[src/rtl/seq_divider_pkg.sv]
// Shared definitions for the sequential restoring divider: FSM state encoding
// and the iteration-counter width helper.
package DividerPkg;

    typedef enum logic [1:0] {
        IDLE = 2'd0,
        RUN  = 2'd1,
        DONE = 2'd2
    } state_e;

    // Counter must hold the value N itself, hence N+1 distinct codes.
    function automatic int cnt_width(input int n);
        return $clog2(n + 1);
    endfunction

endpackage

[src/rtl/seq_divider_div_step.sv]
// One restoring-division iteration: shift in the next dividend bit, trial
// subtract via complement-add, keep the difference only when it is non-negative.
module DivStep
    import DividerPkg::*;
#(
    parameter int N = 8
) (
    input  logic [N:0]   rem_in,
    input  logic         bit_in,
    input  logic [N-1:0] divisor,
    output logic [N:0]   rem_out,
    output logic         q_bit
);

    logic [N:0]   shifted;
    logic [N+1:0] sum;

    always_comb begin
        shifted = {rem_in[N-1:0], bit_in};
        // Carry-out of shifted + ~divisor + 1 is set exactly when shifted >= divisor.
        sum     = {1'b0, shifted} + {1'b0, ~{1'b0, divisor}} + (N + 2)'(1);
        q_bit   = sum[N+1];
        rem_out = q_bit ? sum[N:0] : shifted;
    end

endmodule

[src/rtl/seq_divider.sv]
// Multi-cycle unsigned restoring divider, one quotient bit per clock.
// Optional macro SEQ_DIVIDER_EARLY_ZERO_EN: a zero divisor finishes in one cycle.
module seq_divider
    import DividerPkg::*;
#(
    parameter int INPUT_BIT_WIDTH = 8
) (
    input  logic                       Clock,
    input  logic                       Reset,
    input  logic                       Start,
    input  logic [INPUT_BIT_WIDTH-1:0] Dividend,
    input  logic [INPUT_BIT_WIDTH-1:0] Divisor,
    output logic                       Busy,
    output logic                       Done,
    output logic [INPUT_BIT_WIDTH-1:0] Quotient,
    output logic [INPUT_BIT_WIDTH-1:0] Remainder,
    output logic                       DivByZero
);

    localparam int N  = INPUT_BIT_WIDTH;
    localparam int CW = cnt_width(N);

    state_e         state_q, state_d;
    logic [CW-1:0]  count_q, count_d;
    logic [N:0]     rem_q, rem_d;
    logic [N-1:0]   dvd_q, dvd_d;     // dividend bits shift out, quotient bits shift in
    logic [N-1:0]   dsr_q, dsr_d;
    logic [N-1:0]   quo_q, quo_d;
    logic [N-1:0]   rmd_q, rmd_d;
    logic           dbz_q, dbz_d;

    logic [N:0]     step_rem;
    logic           step_bit;

    DivStep #(.N(N)) u_step (
        .rem_in  (rem_q),
        .bit_in  (dvd_q[N-1]),
        .divisor (dsr_q),
        .rem_out (step_rem),
        .q_bit   (step_bit)
    );

    always_comb begin
        // NOTE: every signal gets a default first so no path leaves it unassigned (no latch).
        state_d = state_q;
        count_d = count_q;
        rem_d   = rem_q;
        dvd_d   = dvd_q;
        dsr_d   = dsr_q;
        quo_d   = quo_q;
        rmd_d   = rmd_q;
        dbz_d   = dbz_q;

        case (state_q)
            IDLE, DONE: begin
                if (Start) begin
`ifdef SEQ_DIVIDER_EARLY_ZERO_EN
                    if (Divisor == '0) begin
                        state_d = DONE;
                        quo_d   = '1;
                        rmd_d   = Dividend;
                        dbz_d   = 1'b1;
                    end else
`endif
                    begin
                        state_d = RUN;
                        count_d = CW'(N);
                        rem_d   = '0;
                        dvd_d   = Dividend;
                        dsr_d   = Divisor;
                    end
                end else if (state_q == DONE) begin
                    state_d = IDLE;
                end
            end

            RUN: begin
                rem_d   = step_rem;
                dvd_d   = {dvd_q[N-2:0], step_bit};
                count_d = count_q - CW'(1);
                if (count_q == CW'(1)) begin
                    state_d = DONE;
                    quo_d   = {dvd_q[N-2:0], step_bit};
                    rmd_d   = step_rem[N-1:0];
                    dbz_d   = (dsr_q == '0);
                end
            end

            default: state_d = IDLE;
        endcase
    end

    // NOTE: non-blocking assignments so every flop samples pre-edge values.
    always_ff @(posedge Clock or posedge Reset) begin
        if (Reset) begin
            state_q <= IDLE;
            count_q <= '0;
            rem_q   <= '0;
            dvd_q   <= '0;
            dsr_q   <= '0;
            quo_q   <= '0;
            rmd_q   <= '0;
            dbz_q   <= 1'b0;
        end else begin
            state_q <= state_d;
            count_q <= count_d;
            rem_q   <= rem_d;
            dvd_q   <= dvd_d;
            dsr_q   <= dsr_d;
            quo_q   <= quo_d;
            rmd_q   <= rmd_d;
            dbz_q   <= dbz_d;
        end
    end

    assign Busy      = (state_q == RUN);
    assign Done      = (state_q == DONE);
    assign Quotient  = quo_q;
    assign Remainder = rmd_q;
    assign DivByZero = dbz_q;

endmodule

[config.mk]
export PLATFORM = sky130hd
export DESIGN_NAME = seq_divider
export DESIGN_NICKNAME = d
export VERILOG_FILES = /design/src/rtl/seq_divider_pkg.sv /design/src/rtl/seq_divider_div_step.sv /design/src/rtl/seq_divider.sv
export SDC_FILE = /design/constraint.sdc
export NUM_CORES = 1
export LEC_CHECK = 0
export ABC_CLOCK_PERIOD_IN_PS = 3700
export CORE_MARGIN = 2
export CORE_UTILIZATION = 42
export DETAILED_ROUTE_END_ITERATION = 8
export PLACE_DENSITY = 0.65
export SYNTH_ARGS = -nofsm -noshare
export SYNTH_HDL_FRONTEND = slang
export SYNTH_SLANG_ARGS = --single-unit
export TNS_END_PERCENT = 100
[constraint.sdc]
create_clock -name Clock -period 3.7 [get_ports Clock]
set_clock_uncertainty 0.05 [all_clocks]
set_input_delay 0.74 -clock Clock [delete_from_list [all_inputs] [get_ports Clock]]
set_output_delay 0.74 -clock Clock [all_outputs]
set_load 0.02 [all_outputs]
**Word level (Yosys, flattened, before mapping)**

Index checks and enable logic that the tools add are counted.

- Add/sub/neg operators: 3
- Equal/unequal tests: 6
- Multiplexer cells: 11
- Bitwise logic cells: 1
- Reductions and logical operators: 8

Operators by type and width:

| cell | number |
|---|---|
| $pmux 8 s2 | 2 |
| $mux 8 | 3 |
| $add 10x1->10 const B | 1 |
| $add 9x9->10 | 1 |
| $not 8->9 | 1 |
| $logic_not 8->1 | 1 |
| $pmux 4 s2 | 1 |
| $reduce_and 2->1 | 4 |
| $mux 2 | 3 |
| $eq 4x1->1 const B | 1 |
| $mux 4 | 1 |
| $pmux 2 s2 | 1 |
| $sub 4x1->4 const B | 1 |
| $ne 3x3->1 const B | 1 |
| $eq 2x1->1 const B | 1 |
| $eq 2x2->1 const B | 1 |
| $logic_not 2->1 | 1 |
| $ne 2x1->1 const B | 1 |
| $ne 2x2->1 const B | 1 |
| $reduce_bool 2->1 | 1 |
| $reduce_or 2->1 | 1 |

- Flip-flop bits (word level): 47
- Bits of input ports: 19
- Output and inout bits: 19
- Word-level logic and storage cells: 37

**Longest topological paths before layout**

- Word-level depth: 5
- Gate-level depth with buffers: 9

**By module**

A second synthesis with hierarchy kept.

- Cells, all modules: 224
- Area total of the unflattened synthesis: 2456.1 sq um

By module, submodules not included:

| module | times used | cells an instance | area an instance (sq um) |
|---|---|---|---|
| seq_divider | 1 | 157 | 1949.4 |
| DivStep | 1 | 67 | 506.7 |

**Worst setup path before layout**

No wires, ideal clock.

- Kind: reg2reg
- Start: register dsr_q[0]
- End: register rem_q[6]
- Setup time: 0.083 ns
- Data arrival time: 1.832 ns
- Setup slack: 1.735 ns
- Stages on the path, launching flop included: 8
- Period minus slack after synthesis: 1.965 ns
- Cell sequence: dfrtp_1 -> ha_1 -> fa_1 -> nand2b_1 -> a2111o_1 -> o311ai_0 -> mux2i_1 -> o21ai_0

- Cells in the longest elaborated chain, start to end: 5

Ends and longest elaborated chain:

| item | RTL line | RTL |
|---|---|---|
| from (decl) | seq_divider.sv:27 | `logic [N-1:0] dsr_q, dsr_d;` |
| from (signal assigned) | seq_divider.sv:109 | `dsr_q <= dsr_d;` |
| $not 8->9 | seq_divider_div_step.sv:21 | `sum = {1'b0, shifted} + {1'b0, ~{1'b0, divisor}} + (N + 2)'(1);` |
| $add 9x9->10 | seq_divider_div_step.sv:21 |  |
| $add 10x1->10 | seq_divider_div_step.sv:21 |  |
| $mux 8 | seq_divider_div_step.sv:23 | `rem_out = q_bit ? sum[N:0] : shifted;` |
| $pmux 8 s2 | seq_divider.sv:54 | `case (state_q)` |
| to (signal assigned) | seq_divider.sv:107 | `rem_q <= rem_d;` |
| to (decl) | seq_divider.sv:25 | `logic [N:0] rem_q, rem_d;` |

No other way between the ends.
A chain may end at the register's enable or synchronous reset.

**Final worst setup path**

- Start: register state_q[0]
- End: output port Busy

- Cells in the longest elaborated chain, start to end: 1

Ends and longest elaborated chain:

| item | RTL line | RTL |
|---|---|---|
| from (decl) | seq_divider.sv:23 | `state_e state_q, state_d;` |
| from (signal assigned) | seq_divider.sv:105 | `state_q <= state_d;` |
| $eq 2x1->1 | seq_divider.sv:116 | `assign Busy = (state_q == RUN);` |
| to (decl) | seq_divider.sv:13 | `output logic Busy,` |

No other way between the ends.

==> run summary <==
Syn_nets - 281
Post-CTS Resized - 0
Relative slew slack - 29.6%
Number of post-CTS setup repair buffers - 0
Primary FF master, synth - dfrtp_1
WL met2 - 2230 microns
Synth warnings - 0
H-Tree Depth - 2
Core Footprint - 5470 sq um
Highest routed metal layer - met4
Area Growth Syn to Fin - 21.9%
CTS tree - built
Initial antenna violation count - 0
DP Worst Slack - 1210 ps
Final Cycle Share - 69.1%
Yosys reg bits - 47
Num CTS Buffers - 5
Post-route antenna net violation count - 0
Vias in the first global route - 1,709
ANT cells - 0
DPL Wire Length - 3550 microns
Worst setup margin - 1140 ps
Clock transition at path regs - 90 ps
Max incr delay on CP - 570 ps
Max Cap Violations - 0
VDD IR max - 0.000513 V
Share of cells above drive strength 1 - 6.62%
Final WL - 5040 microns
Full die area - 6270 sq um
DRC Markers - 0
Cell variety after synth - 41
Vias per Instance - 5.02
Global-route wire length before repair - 8340 microns
Hold_buf cts - 0
Ports - 38
Starting Density - 43.4%
Routed len/inst - 14.0 microns
Post-layout net count - 316
Final setup violating endpoints - 0
Slew @ Worst Pin - 1050 ps
First-pass iteration count of the detailed router - 4
Slowest cell on crit path - clkdlybuf4s50_1
Vias post-DR - 1,802
CP Capture Type - output port
Fmax achieved - 391 MHz
Chip height - 79.2 microns
Critical path type - reg -> out
Final min period - 2560 ps
Max Slew Vio Count - 0
Outcome - finished, final reports clean
IO buf count - 37
Largest net degree at the start of global routing - 48
CP cell instances - nand2b_1 -> clkinv_1 -> clkdlybuf4s50_1
Critical Path Fanout Max - 12
Routed met1 length - 2610 microns
Worst-Skew Late Latency - 300 ps
Setup_tns - 0 ps
Worst EP required - 2910 ps
GRT overflow - 0
Synth async-reset ratio - 100%
DR iter-0 viols - 97
RSZ-0062 raised after global routing - no
Die width - 79.2 microns
Power Dens Cells - 1040 nW/um^2
Syn avg cell area - 9.46 sq um
Hold Violations, Final - 0
Root buf cell - clkbuf_8
WP data arrival - 1770 ps
Mapped Cells - 251
Pleak - 1.31 nW
Row count - 27
Worst hold path type - reg -> reg
EDFF count, synth - 0
Maximum clock insertion buffer count - 2
Metal3 WL - 143 microns
Clock sink count - 47
GP Congestion - 0.833
Seq/Total Area, Yosys - 49.5%
Crit path launch type - flop
Total track usage - 17.0%
Post-Syn Area - 2370 sq um
worst paths after layout:
kind,from,to,slack (ps),depth (start not counted)
max,state_q[0],Busy,1140,3
min,Quotient[3],Quotient[3],430,2
max reg2reg,rem_q[3],rem_q[3],1320,6
min reg2reg,Quotient[3],Quotient[3],430,2
max in group asynchronous,Reset,rem_q[5],2080,2
min in group asynchronous,Reset,Quotient[1],930,2
synthesized netlist by cell type (2+ instances only):
library cell / instances / area, sq um
a22oi_1: 7 / 52.6
buf_2: 3 / 15.0
nor2b_1: 4 / 25.0
xor2_1: 2 / 17.5
inv_1: 15 / 56.3
a31oi_1: 2 / 12.5
nand2_1: 66 / 248
a21oi_1: 6 / 30.0
clkbuf_1: 5 / 18.8
mux2_2: 2 / 22.5
nand3_1: 6 / 30.0
xnor2_1: 2 / 17.5
nor4_1: 2 / 12.5
o211ai_1: 3 / 22.5
o21ai_0: 24 / 120
mux2i_1: 6 / 60.1
ha_1: 10 / 125
a22o_1: 2 / 17.5
nand2b_1: 6 / 37.5
a211oi_1: 3 / 22.5
o31ai_1: 2 / 15.0
dfrtp_1: 47 / 1180
nor2_1: 8 / 30.0
cells by family after synthesis:
group | after synthesis | share of synthesized area [%]
XOR/XNOR | 4 | 1.48
adder cells (fa/ha/maj) | 11 | 6.11
AO/OA/AOI/OAI | 56 | 16.4
AND/OR/NAND/NOR | 97 | 17.9
multiplexers | 8 | 3.48
flip-flops | 47 | 49.5
buffers and inverters | 28 | 5.11
area by class of cell:
class	instances	area, sq um
Fill cell	506	2580
Sequential cell	47	1180
Multi-Input combinational cell	176	1080
Timing Repair Buffer	40	393
Tap cell	72	90.1
Clock buffer	6	82.6
Inverter	16	60.1
Clock inverter	2	16.3
metal layers:
layer	up-vias	track usage, %
met2	31	25.1
met4	0	5.17
li1	924	-
met1	842	25.6
met3	5	2.73
met5	-	0
where the power goes:
group | switching, mW | internal, mW
Combinational | 1.03 | 0.711
Clock | 0.173 | 0.153
Sequential | 0.168 | 0.765
Total | 1.37 | 1.63
layout by cell type, fill, tap and decap left out, drive strengths merged, types with 2 or more instances in the layout:
| cell | synthesis | layout |
|---|---|---|
| clkdlybuf4s50 | 0 | 37 |
| a21oi | 7 | 7 |
| a22oi | 7 | 7 |
| dfrtp | 47 | 47 |
| buf | 6 | 3 |
| mux2 | 2 | 2 |
| a211oi | 3 | 3 |
| xnor2 | 2 | 2 |
| clkbuf | 6 | 6 |
| a31oi | 2 | 2 |
| mux2i | 6 | 6 |
| nor2b | 4 | 4 |
| ha | 10 | 10 |
| nand3 | 6 | 6 |
| nor2 | 9 | 9 |
| xor2 | 2 | 2 |
| nand2b | 6 | 6 |
| nor4 | 2 | 2 |
| o21ai | 24 | 24 |
| nand2 | 66 | 66 |
| clkinv | 1 | 2 |
| inv | 15 | 15 |
| a22o | 2 | 2 |
| o31ai | 2 | 2 |
| o211ai | 3 | 3 |
metrics by stage:
stage	instances	utilization [%]	hold slack (ps)	power (mW)	area [sq um]
3_3_place_gp	351	51.1	407	2.65	2800
2_1_floorplan	251	-	408	2.20	2370
5_1_grt	359	52.9	458	3.25	2900
3_5_place_dp	351	51.1	413	2.67	2800
4_1_cts	359	52.9	434	3.01	2900
6_report	359	52.9	429	3.00	2900
registers in the layout, summed over array words and instances (netlist names):
signal     cells
state_q        2
count_q        4
rem_q          8
dvd_q          8
Remainder      8
dsr_q          8
DivByZero      1
Quotient       8
critical path, delay by kind of cell, from the launching register on:
family                 cells  cell delay, ps
buffers and inverters      2             730
flip-flops                 1             410
AND/OR/NAND/NOR            1             330
Note: power is estimated with default switching activity, not from simulation.
